## src/rtl/fifo_pkg.sv

```systemverilog
// Shared types and helpers for the async FIFO write side.
// Holds the admission FSM encoding, depth derivation and gray decode.
package fifo_pkg;

   localparam int unsigned ADDRSIZE_DEF = 4;
   localparam int unsigned GRAY_MAXW    = 32;

   typedef enum logic [1:0] {
      ST_IDLE   = 2'd0,
      ST_WAIT   = 2'd1,
      ST_STREAM = 2'd2,
      ST_DRAIN  = 2'd3
   } wr_state_e;

   function automatic int unsigned fifo_depth(input int unsigned addrsize);
      return 32'd1 << addrsize;
   endfunction

   // Zero-extended gray codes decode correctly, so one width serves every pointer size.
   function automatic logic [GRAY_MAXW-1:0] gray2bin(input logic [GRAY_MAXW-1:0] g);
      logic [GRAY_MAXW-1:0] b;
      b = g;
      for (int i = GRAY_MAXW - 2; i >= 0; i--) begin
         b[i] = b[i+1] ^ g[i];
      end
      return b;
   endfunction

endpackage

```

## src/rtl/fifo_level_calc.sv

```systemverilog
// Write-domain occupancy: decodes both gray pointers, folds in the in-flight write,
// and exposes free space combinationally plus registered level / almost-full.
module fifo_level_calc
   import fifo_pkg::*;
#(
   parameter int unsigned ADDRSIZE  = 4,
   parameter int unsigned AF_THRESH = 12
) (
   input  logic                wclk,
   input  logic                wrst,
   input  logic [ADDRSIZE:0]   wptr,
   input  logic [ADDRSIZE:0]   wq2_rptr,
   input  logic                winc,
   output logic [ADDRSIZE:0]   free_c,
   output logic [ADDRSIZE:0]   wlevel,
   output logic                walmost_full
);

   localparam int unsigned PW    = ADDRSIZE + 1;
   localparam int unsigned DEPTH = fifo_depth(ADDRSIZE);

   logic [PW-1:0] wptr_bin;
   logic [PW-1:0] rptr_bin;
   logic [PW-1:0] lvl;
   logic [PW:0]   lvl_eff;
   logic [PW-1:0] lvl_sat;

   assign wptr_bin = PW'(gray2bin(GRAY_MAXW'(wptr)));
   assign rptr_bin = PW'(gray2bin(GRAY_MAXW'(wq2_rptr)));

   // Modulo subtract handles pointer wrap, including a completely full FIFO.
   always_comb begin
      lvl     = wptr_bin - rptr_bin;
      lvl_eff = {1'b0, lvl} + (PW+1)'(winc);
      lvl_sat = (lvl_eff > (PW+1)'(DEPTH)) ? PW'(DEPTH) : lvl_eff[PW-1:0];
      free_c  = PW'(DEPTH) - lvl_sat;
   end

   always_ff @(posedge wclk or posedge wrst) begin
      if (wrst) begin
         wlevel       <= '0;
         walmost_full <= 1'b0;
      end else begin
         wlevel       <= lvl_sat;
         walmost_full <= (lvl_sat >= PW'(AF_THRESH));
      end
   end

endmodule

```

## src/rtl/wfifo_burst_wr_ctrl.sv

```systemverilog
// Burst admission in front of the FIFO write-pointer stage: a burst streams only
// once the whole burst is known to fit; malformed framing is drained and flagged.
module wfifo_burst_wr_ctrl
   import fifo_pkg::*;
#(
   parameter int unsigned ADDRSIZE  = 4,
   parameter int unsigned DSIZE     = 8,
   parameter int unsigned AF_THRESH = 12
) (
   input  logic                wclk,
   input  logic                wrst,
   input  logic                s_valid,
   output logic                s_ready,
   input  logic [DSIZE-1:0]    s_data,
   input  logic                s_sop,
   input  logic [ADDRSIZE:0]   s_len,
   input  logic                s_last,
   output logic                winc,
   output logic [DSIZE-1:0]    wdata,
   input  logic                wfull,
   input  logic [ADDRSIZE:0]   wptr,
   input  logic [ADDRSIZE:0]   wq2_rptr,
   output logic [ADDRSIZE:0]   wlevel,
   output logic                walmost_full,
   output logic                err_len
);

   localparam int unsigned LW    = ADDRSIZE + 1;
   localparam int unsigned DEPTH = fifo_depth(ADDRSIZE);

   wr_state_e     state_q;
   wr_state_e     state_d;
   logic [LW-1:0] rem_q;
   logic [LW-1:0] rem_d;
   logic          err_d;
   logic          wr_d;
   logic [LW-1:0] free_c;

   fifo_level_calc #(
      .ADDRSIZE  (ADDRSIZE),
      .AF_THRESH (AF_THRESH)
   ) u_level (
      .wclk         (wclk),
      .wrst         (wrst),
      .wptr         (wptr),
      .wq2_rptr     (wq2_rptr),
      .winc         (winc),
      .free_c       (free_c),
      .wlevel       (wlevel),
      .walmost_full (walmost_full)
   );

   always_ff @(posedge wclk or posedge wrst) begin
      if (wrst) begin
         state_q <= ST_IDLE;
         rem_q   <= '0;
         err_len <= 1'b0;
         winc    <= 1'b0;
         wdata   <= '0;
      end else begin
         state_q <= state_d;
         rem_q   <= rem_d;
         err_len <= err_d;
         winc    <= wr_d;
         if (wr_d) begin
            wdata <= s_data;
         end
      end
   end

   // rem_q doubles as the latched burst length while waiting for space.
   always_comb begin
      state_d = state_q;
      rem_d   = rem_q;
      err_d   = err_len;
      wr_d    = 1'b0;
      s_ready = 1'b0;
      unique case (state_q)
         ST_IDLE: begin
            if (s_valid && s_sop) begin
               rem_d = s_len;
               if ((s_len == '0) || (s_len > LW'(DEPTH))) begin
                  err_d   = 1'b1;
                  state_d = ST_DRAIN;
               end else if (free_c >= s_len) begin
                  state_d = ST_STREAM;
               end else begin
                  state_d = ST_WAIT;
               end
            end
         end
         ST_WAIT: begin
            if (free_c >= rem_q) begin
               state_d = ST_STREAM;
            end
         end
         ST_STREAM: begin
            s_ready = ~wfull;
            if (s_valid && !wfull) begin
               wr_d  = 1'b1;
               rem_d = rem_q - LW'(1);
               if (s_last) begin
                  state_d = ST_IDLE;
                  if (rem_q != LW'(1)) begin
                     err_d = 1'b1;
                  end
               end else if (rem_q == LW'(1)) begin
                  err_d   = 1'b1;
                  state_d = ST_DRAIN;
               end
            end
         end
         ST_DRAIN: begin
            s_ready = 1'b1;
            if (s_valid && s_last) begin
               state_d = ST_IDLE;
            end
         end
         default: begin
            state_d = ST_IDLE;
         end
      endcase
   end

endmodule

```

## config.mk

```make
export PLATFORM = sky130hd
export DESIGN_NAME = wfifo_burst_wr_ctrl
export DESIGN_NICKNAME = d
export VERILOG_FILES = /design/src/rtl/fifo_pkg.sv /design/src/rtl/fifo_level_calc.sv /design/src/rtl/wfifo_burst_wr_ctrl.sv
export SDC_FILE = /design/constraint.sdc
export NUM_CORES = 1
export LEC_CHECK = 0
export ABC_AREA = 0
export BUFFER_PORTS_ARGS = -buffer_cell sky130_fd_sc_hd__clkbuf_2
export CORE_MARGIN = 2
export CORE_UTILIZATION = 47
export CTS_CLUSTER_SIZE = 25
export DETAILED_ROUTE_END_ITERATION = 16
export GPL_ROUTABILITY_DRIVEN = 0
export PLACE_DENSITY = 0.81
export SYNTH_ARGS = -nofsm -noshare
export SYNTH_HDL_FRONTEND = slang
export SYNTH_SLANG_ARGS = --single-unit
```

## constraint.sdc

```tcl
create_clock -name wclk -period 3.7 [get_ports wclk]
set_input_delay 0.37 -clock wclk [delete_from_list [all_inputs] [get_ports wclk]]
set_output_delay 0.37 -clock wclk [all_outputs]
set_load 0.05 [all_outputs]
```

---- Yosys cells after proc, flatten, opt, wreduce, memory -nomap -nowiden ----
Index checks and enable logic that the tools add are counted.
storage, ports and cells
  output and inout bits ................... 17
  logic and storage cells ................. 71
  bits of input ports ..................... 29
  bits in registers ....................... 23
cells by class
  reductions and logical operators ........ 11
  equality and inequality tests ........... 12
  mux-type cells .......................... 23
  $lt $le $gt $ge ......................... 5
  bitwise gates (word level) .............. 9
  add/sub/neg operators ................... 4
operators by type and width
  kind                                                                count
  two-way mux 2 bit                                                   8
  two-way mux 5 bit                                                   3
  greater-or-equal comparator 5 bit                                   2
  inequality test 2 bit (second input constant)                       5
  case mux 5 bit (2 select lines)                                     1
  two-way mux 1 bit                                                   8
  case mux 2 bit (4 select lines)                                     1
  bitwise XOR 1 bit                                                   8
  adder 5 x 1 -> 6 bit                                                1
  greater-than comparator 6 x 5 -> 1 bit (second input constant)      1
  inequality test 3 bit (second input constant)                       2
  AND reduction 6 bit                                                 1
  == test 5 x 1 -> 1 bit (second input constant)                      1
  greater-or-equal comparator 5 x 4 -> 1 bit (second input constant)  1
  greater-than comparator 5 bit (second input constant)               1
  logical NOT 5 bit                                                   1
  inequality test 5 x 1 -> 1 bit (second input constant)              1
  AND reduction 5 bit                                                 1
  subtractor 5 x 1 -> 5 bit (second input constant)                   1
  subtractor 5 bit                                                    1
  subtractor 5 bit (first input constant)                             1
  == test 2 bit (second input constant)                               2
  case mux 1 bit (2 select lines)                                     2
  logical AND 1 bit                                                   3
  7 further kinds                                                     7

---- Logic depth before layout (Yosys ltp) ----
Gate-level depths: netlist of the first run.
  depth after elaboration ................. 14
  gate-level depth with buffers ........... 21
  mapped depth without buffers ............ 21

---- By module ----
Synthesis of the first run repeated with hierarchy kept, for this count alone.
second synthesis, totals
  cells, all modules ...................... 183
  area total of the unflattened synthesis .. 1775.5 µm²
modules (own cells, without submodules)
  module               seq. area each (µm²)  area an instance (µm²)  cells each  times used
  wfifo_burst_wr_ctrl  425.4                 1156.1                  117         1
  fifo_level_calc      150.1                 619.3                   66          1

---- Least setup slack after synthesis of the first run ----
Ideal clock, no wire load.
  kind .................................... in2reg
  from .................................... input port wptr[4]
  to ...................................... register state_q[1]
  buffers on the path ..................... 0
  required time ........................... 3.556 ns
  stages .................................. 21
  arrival time ............................ 4.689 ns
  slack ................................... -1.133 ns
  library setup time ...................... 0.144 ns
  path through ............................ xor2_1 > xnor2_1 > xor2_1 > xor2_1 > ha_1 > fa_1 > inv_1 > ha_1 > xnor2_1 > and3_1 > o21ai_0 > and3_2 > nand2b_1 > ha_1 > xnor2_1 > ha_1 > a21oi_1 > o21ai_0 > a21o_1 > a2111oi_0 > o21ai_0
on the way
  word-level cells in the longest chain between the ends .. 14
  elaborated cells between the ends (all ways) .. 17
  classes of those cells .................. 3 x add/sub; 3 x order compare; 1 x eq/ne; 5 x mux; 4 x bitwise; 1 x reduce/logical
RTL lines
  element                                 line                       source
  from (decl)                             wfifo_burst_wr_ctrl.sv:21  input logic [ADDRSIZE:0] wptr,
  bitwise XOR 1 bit (4 in series)         fifo_pkg.sv:24             b[i] = b[i+1] ^ g[i];
  subtractor 5 bit *                      fifo_level_calc.sv:33      lvl = wptr_bin - rptr_bin;
  adder 5 x 1 -> 6 bit *                  fifo_level_calc.sv:34      lvl_eff = {1'b0, lvl} + (PW+1)'(winc);
  greater-than comparator 6 x 5 -> 1 bit  fifo_level_calc.sv:35      lvl_sat = (lvl_eff > (PW+1)'(DEPTH)) ? PW'(DEPTH) : lvl_eff[PW-1:0];
  two-way mux 5 bit *                     fifo_level_calc.sv:35
  subtractor 5 bit *                      fifo_level_calc.sv:36      free_c = PW'(DEPTH) - lvl_sat;
  greater-or-equal comparator 5 bit       wfifo_burst_wr_ctrl.sv:85  end else if (free_c >= s_len) begin
  two-way mux 2 bit                       wfifo_burst_wr_ctrl.sv:85
  two-way mux 2 bit                       wfifo_burst_wr_ctrl.sv:82  if ((s_len == '0) || (s_len > LW'(DEPTH))) begin
  two-way mux 2 bit                       wfifo_burst_wr_ctrl.sv:80  if (s_valid && s_sop) begin
  case mux 2 bit (4 select lines)         wfifo_burst_wr_ctrl.sv:78  unique case (state_q)
  to (signal assigned)                    wfifo_burst_wr_ctrl.sv:61  state_q <= state_d;
  to (decl)                               wfifo_burst_wr_ctrl.sv:31  wr_state_e state_q;
Mark *: on every way between the ends. The rest lies on a longest branch, timed or not. The select of a mux whose other input is x is not followed.
A chain may end at the register's enable or synchronous reset.

---- Worst setup path in the final report of the first run ----
  from .................................... input port wq2_rptr[3]
  to ...................................... register state_q[0]
on the way
  word-level cells in the longest chain between the ends .. 14
  elaborated cells between the ends (all ways) .. 17
  classes of those cells .................. 3 x add/sub; 3 x order compare; 1 x eq/ne; 5 x mux; 4 x bitwise; 1 x reduce/logical
RTL lines
  element                                 line                       source
  from (decl)                             wfifo_burst_wr_ctrl.sv:22  input logic [ADDRSIZE:0] wq2_rptr,
  bitwise XOR 1 bit *                     fifo_pkg.sv:24
  bitwise XOR 1 bit (3 in series)         fifo_pkg.sv:24
  subtractor 5 bit *                      fifo_level_calc.sv:33
  adder 5 x 1 -> 6 bit *                  fifo_level_calc.sv:34
  greater-than comparator 6 x 5 -> 1 bit  fifo_level_calc.sv:35
  two-way mux 5 bit *                     fifo_level_calc.sv:35
  subtractor 5 bit *                      fifo_level_calc.sv:36
  greater-or-equal comparator 5 bit       wfifo_burst_wr_ctrl.sv:85
  two-way mux 2 bit                       wfifo_burst_wr_ctrl.sv:85
  two-way mux 2 bit                       wfifo_burst_wr_ctrl.sv:82
  two-way mux 2 bit                       wfifo_burst_wr_ctrl.sv:80
  case mux 2 bit (4 select lines)         wfifo_burst_wr_ctrl.sv:78
Marks and branches as above.

==> results of run 1 <==
-- flip-flops by register name (all words and copies together) (netlist names) --
name                  cells
state_q                   2
err_len                   1
winc                      1
u_level.wlevel            5
u_level.walmost_full      1
wdata                     8
rem_q                     5
-- per-stage QoR --
stage / instance area (sq um) / utilization / hold WS [ps] / setup slack (ps)
floorplan: 1827 / - / 371.9 / -701.1
global placement: 2240 / 0.6608 / 457.4 / -871.7
detailed placement: 2240 / 0.6608 / 465.2 / -936.8
CTS: 2350 / 0.6932 / 226.7 / -545.1
global route: 2385 / 0.7036 / 268.8 / -763.6
finish: 2385 / 0.7036 / 200.3 / -592.6
-- metal layers --
| layer | wire length, um | vias up |
|---|---|---|
| li1 | - | 759 |
| met1 | 1634 | 702 |
| met2 | 1751 | 44 |
| met3 | 163 | 2 |
| met4 | 33 | 0 |
| met5 | 0 | - |
-- placed cells by master (no fill, tap or decap), types with 6 or more instances in the layout --
cell,n
nor2_1,12
xnor2_1,6
buf_4,28
ha_1,16
dfrtp_1,23
a21oi_1,8
mux2_2,8
clkbuf_2,41
inv_1,16
o21ai_0,11
nor2b_1,6
nand2_1,10
-- final timing paths --
kind                             startpoint          to  slack (ps)  cells past startpoint
worst max-delay path            wq2_rptr[3]  state_q[0]        -590                     21
worst min-delay path                   wrst    wdata[2]         200                      2
worst max register to register         winc  state_q[0]         470                     14
worst min register to register      err_len     err_len         490                      1
max in group asynchronous              wrst    wdata[5]        2980                      2
min in group wclk                 s_data[2]    wdata[2]         290                      2
-- report_power, final --
| group | total [mW] | leakage, nW | internal, mW | switching (mW) |
|---|---|---|---|---|
| Sequential | 0.445 | 0.278 | 0.363 | 0.0819 |
| Clock | 0.115 | 0.0177 | 0.0403 | 0.0748 |
| Combinational | 1.75 | 0.875 | 0.777 | 0.974 |
-- critical path, delay by kind of cell --
kind            cells  cell delay, ps
compound gates      5             870
buf+inv             2             210
fa+ha+maj           5            1310
simple gates        4             900
xor+xnor            5             890
-- repair_timing --
action,CTS,global route
gates cloned,0,0
setup buffers,5,2
setup endpoints to repair,2,2
resized for setup,11,8
pin swaps,17,7
-- logic make-up after synthesis --
group	Yosys count	share of synthesized area
AO/OA/AOI/OAI	39	0.1444
XOR/XNOR	17	0.08854
adder cells (fa/ha/maj)	20	0.1533
buffers and inverters	22	0.05431
flip-flops	23	0.3423
multiplexers	9	0.05953
AND/OR/NAND/NOR	50	0.1577
-- layout make-up --
| cell class | instances | area (sq um) |
|---|---|---|
| Timing Repair Buffer | 73 | 461.7 |
| Inverter | 17 | 63.81 |
| Fill cell | 264 | 1005 |
| Clock inverter | 1 | 5.005 |
| Multi-Input combinational cell | 135 | 1199 |
| Tap cell | 46 | 57.56 |
| Sequential cell | 23 | 575.6 |
| Clock buffer | 3 | 22.52 |
==> results_dict.tcl, run 1 <==
set metrics [dict create \
    diodes 0 \
    setup_slack_ps -592.6 \
    first_pass_iters 4 \
    hold_path_class "input port to async pin" \
    clk_path_buf_depth 2 \
    required_ps 3960 \
    die_h_um 63.82 \
    synth_area_sq_um 1682 \
    antenna_found_initial 0 \
    yosysSeqAreaShare 0.3423 \
    dominantRegCellSynth "dfrtp_1" \
    clock_sinks 23 \
    drv_slew 0 \
    failed_checks "negative setup slack" \
    synthArstFlopShare 1.000 \
    grt_pass1_wl_mm 6.210 \
    drv_cap 0 \
    post-route-period-util 1.160 \
    grt_start_max_net_pins 24 \
    instances_no_fill 298 \
    synth_common_cells "23 x dfrtp_1, 19 x ha_1, 17 x inv_1" \
    final-setup-viol-count 2 \
    final_hold_viol_count 0 \
    synth_cells 180 \
    drt-total-wl_mm 3.582 \
    synth_top_area_cell "dfrtp_1" \
    grt_pass1_vias 1467 \
    power.total_mw 2.311 \
    ys.warnings.count 0 \
    worstPathArrival_ps 4550 \
    clock_skew_ps 5.879 \
    max_stage_delay_ps 530 \
    num_vias 1507 \
    synth_nets 229 \
    clkTransAtPathRegs_ps 130 \
    core_area_sq_um 3390 \
    end_kind "flip-flop" \
    busiest_layer "met2" \
    crit_slowest_cell "or4_4" \
    cts_tree "built" \
    io_pins 46 \
    cts_root_buf "clkbuf_4" \
    grt_use_met2 0.3229 \
    drt_iter0_drc 73 \
    ys_ff_latch 23 \
    dp.final_hpwl_mm 2.767 \
    crit_chain "buf_2, xnor2_4, xor2_2, xor2_2, xnor2_1, ha_2, fa_2, inv_2, ha_4, nand2_2, or4_4, and3_4, nand2b_4, ha_4, xnor2_2, ha_1, a21oi_1, o21ai_1, a21o_1, a2111oi_4, a311o_1" \
    drive_gt1_frac 0.4524 \
    cts_max_level 1 \
    rsz0062_at_grt "true" \
    io_buffers 45 \
    gr-usage-met3 0.01937 \
    cts_buffers 3 \
    viasPerCell 5.057 \
    synth-edff-count 0 \
    insertion_delay_ps 310 \
    p_leak_nw 1.171 \
    grtUsageTotal 0.1888 \
    gr-total-overflow 0 \
    die_x_um 63.82 \
    die-area_sq_um 4072 \
    drtAntennaViolNets 0 \
    start_kind "input port" \
    start_util 0.4961 \
    gr-usage-met1 0.2554 \
    nets 302 \
    ir_drop_mv 0.4653 \
    max-slew-margin-rel 0.4293 \
    synth_top_area_frac 0.3423 \
    crit_fanout 3 \
    syn_to_final_growth_pct 41.82 \
    fmax_ghz 0.2330 \
    tightest_slew_ps 855.1 \
    fin_setup_tns_ps -1181 \
    wl_per_cell_um 12.02 \
    crit_type "input port to flip-flop" \
    synth_area_leaders "dfrtp_1 34%, ha_1 14%, xnor2_1 5.7%" \
    p_per_area_nw_per_um2 969.0 \
    period_needed_ps 4293 \
    hold_buffers 0 \
    drc 0 \
    place_inst 287 \
    rows 21 \
    ys_types 42 \
    outcome "complete, but fails checks" \
    synth.avg_cell_area_sq_um 9.342 \
    post-synth-top-count-cell "dfrtp_1" \
]
Power figures use the tool's default switching activity.
==> inputs of run 2 (changes only) <==
--- a/config.mk
+++ b/config.mk
@@ -13,6 +13,7 @@
 export DETAILED_ROUTE_END_ITERATION = 16
 export GPL_ROUTABILITY_DRIVEN = 0
 export PLACE_DENSITY = 0.81
+export RECOVER_POWER = 100
 export SYNTH_ARGS = -nofsm -noshare
 export SYNTH_HDL_FRONTEND = slang
 export SYNTH_SLANG_ARGS = --single-unit
==> run 2 against run 1 <==
Cell count unchanged. Clock skew barely moved. Largest cell class unchanged. The run still ends with negative setup slack left. Global-route usage unchanged. Critical path depth did not move. Register-to-register slack barely moved. First-iteration DRC count shrank 12%. Utilization decreased by 0.74 points. Fmax about the same. Sequential cell count is the same. Sequential power hardly changed. Clock power hardly changed. Critical path type unchanged.
==> results_dict.tcl, run 2 (same netlist as run 1, synthesis figures left out) <==
set metrics [dict create \
    outcome "complete, but fails checks" \
    failed_checks "negative setup slack" \
    top_regs "wdata (8), rem_q (5), u_level.wlevel (5)" \
    drv_cap 0 \
    drt_iter0_drc 64 \
    final_hold_viol_count 0 \
    start_kind "input port" \
    p_leak_nw 1.115 \
    post_dp_cell_area_sq_um 2240 \
    crit_buf_inv 2 \
    setup_slack_ps -592.4 \
    drt-total-wl_mm 3.607 \
    gr-total-overflow 0 \
    crit_fanout 3 \
    start_util 0.4961 \
    clkTransAtPathRegs_ps 130 \
    viasPerCell 5.074 \
    place_inst 287 \
    num_vias 1512 \
    largest_reg_flops 8 \
    postLayoutCellArea_sq_um 2360 \
    core_area_sq_um 3390 \
    max_stage_delay_ps 530 \
    clk_path_buf_depth 2 \
    die-area_sq_um 4072 \
    io_buffers 45 \
    post-route-period-util 1.160 \
    nets 302 \
    crit_family "adder cells" \
    grt_pass1_vias 1467 \
    top_register "wdata" \
    crit_slowest_cell "or4_4" \
    syn_to_final_growth_pct 40.33 \
    grt_start_max_net_pins 24 \
    crit_chain "buf_2, xnor2_4, xor2_2, xor2_2, xnor2_1, ha_2, fa_2, inv_2, ha_4, nand2_2, or4_4, and3_4, nand2b_4, ha_4, xnor2_2, ha_1, a21oi_1, o21ai_1, a21o_1, a2111oi_4, a311o_1" \
    fmax_ghz 0.2330 \
    grt_pass1_wl_mm 6.210 \
    hold_path_class "input port to async pin" \
    drtAntennaViolNets 0 \
    cts_max_level 1 \
    rsz0062_at_grt "true" \
    post-route-util 0.6962 \
    drive_gt1_frac 0.3810 \
    grtUsageTotal 0.1888 \
    cts_buffers 3 \
    dpl_worst_slack_ps -936.8 \
    drc 0 \
    worstPathArrival_ps 4550 \
    dp.final_hpwl_mm 2.767 \
    required_ps 3960 \
    end_kind "flip-flop" \
    p_per_area_nw_per_um2 970.3 \
    clock_sinks 23 \
    r2r_setup_slack_ps 470 \
    final-setup-viol-count 2 \
    wl_per_cell_um 12.10 \
    die_x_um 63.82 \
    first_pass_iters 4 \
    cts_tree "built" \
    insertion_delay_ps 310 \
    tightest_slew_ps 859.5 \
    antenna_found_initial 0 \
    clock_skew_ps 5.660 \
    final_common_cell "buf_4" \
    diodes 0 \
    max-slew-margin-rel 0.4264 \
    die_h_um 63.82 \
    cts_root_buf "clkbuf_4" \
    hold-worst-slack_ps 202.5 \
    layout_common_cells "27 x buf_4, 24 x clkbuf_2, 23 x dfrtp_1, 18 x clkbuf_1" \
    hold_buffers 0 \
    ir_drop_mv 0.4586 \
    io_pins 46 \
    instances_no_fill 298 \
    crit_type "input port to flip-flop" \
    cp-startpoint "wq2_rptr[3]" \
    drv_slew 0 \
    rows 21 \
    period_needed_ps 4292 \
    rr_startpoint "winc" \
]
==> run 2: routing by layer <==
metal / up-vias / part of all wire / track usage
li1: 759 / - / -
met1: 703 / 0.45 / 0.2554
met2: 48 / 0.49 / 0.3229
met3: 2 / 0.053 / 0.01937
met4: 0 / 0.0091 / 0.04891
met5: - / 0 / 0
==> run 2: area by class of cell <==
| cell class | count | area, sq um |
|---|---|---|
| Clock buffer | 3 | 22.52 |
| Clock inverter | 1 | 5.005 |
| Fill cell | 277 | 1030 |
| Inverter | 17 | 63.81 |
| Multi-Input combinational cell | 135 | 1199 |
| Sequential cell | 23 | 575.6 |
| Tap cell | 46 | 57.56 |
| Timing Repair Buffer | 73 | 436.7 |
==> run 2: report_power, final <==
group	leakage, nW	switching [mW]	total, mW	internal, mW
clock	0.0177	0.0747	0.115	0.0403
combinational	0.820	0.975	1.73	0.754
sequential	0.278	0.0818	0.445	0.363
==> run 2: worst reg2reg max path: cells and delay by family, from the launching register on <==
kind | cells | cell delay (ps)
XOR/XNOR | 1 | 140
flip-flops | 1 | 390
adder cells (fa/ha/maj) | 4 | 880
AO/OA/AOI/OAI | 5 | 870
AND/OR/NAND/NOR | 4 | 910
==> run 2: final timing paths <==
check / to / depth (start not counted)
max: state_q[0] / 21
min: wdata[2] / 2
max reg2reg: state_q[0] / 14
min reg2reg: err_len / 1
max in group asynchronous: wdata[5] / 2
min in group wclk: wdata[2] / 2
==> run 2: metrics by stage <==
stage / power (mW) / TNS, ps
after detailed placement: 2.063 / -1862
after global routing: 2.491 / -1521
after floorplan: 1.654 / -1393
after CTS: 2.294 / -1072
after global placement: 2.033 / -1739
final: 2.290 / -1180
==> run 2: timing repair <==
item                                    in CTS  in global routing
gates cloned                                 0                  0
gates resized for setup                     11                  8
buffers inserted                             5                  2
endpoints found under the setup margin       2                  2
pin swaps                                   17                  7
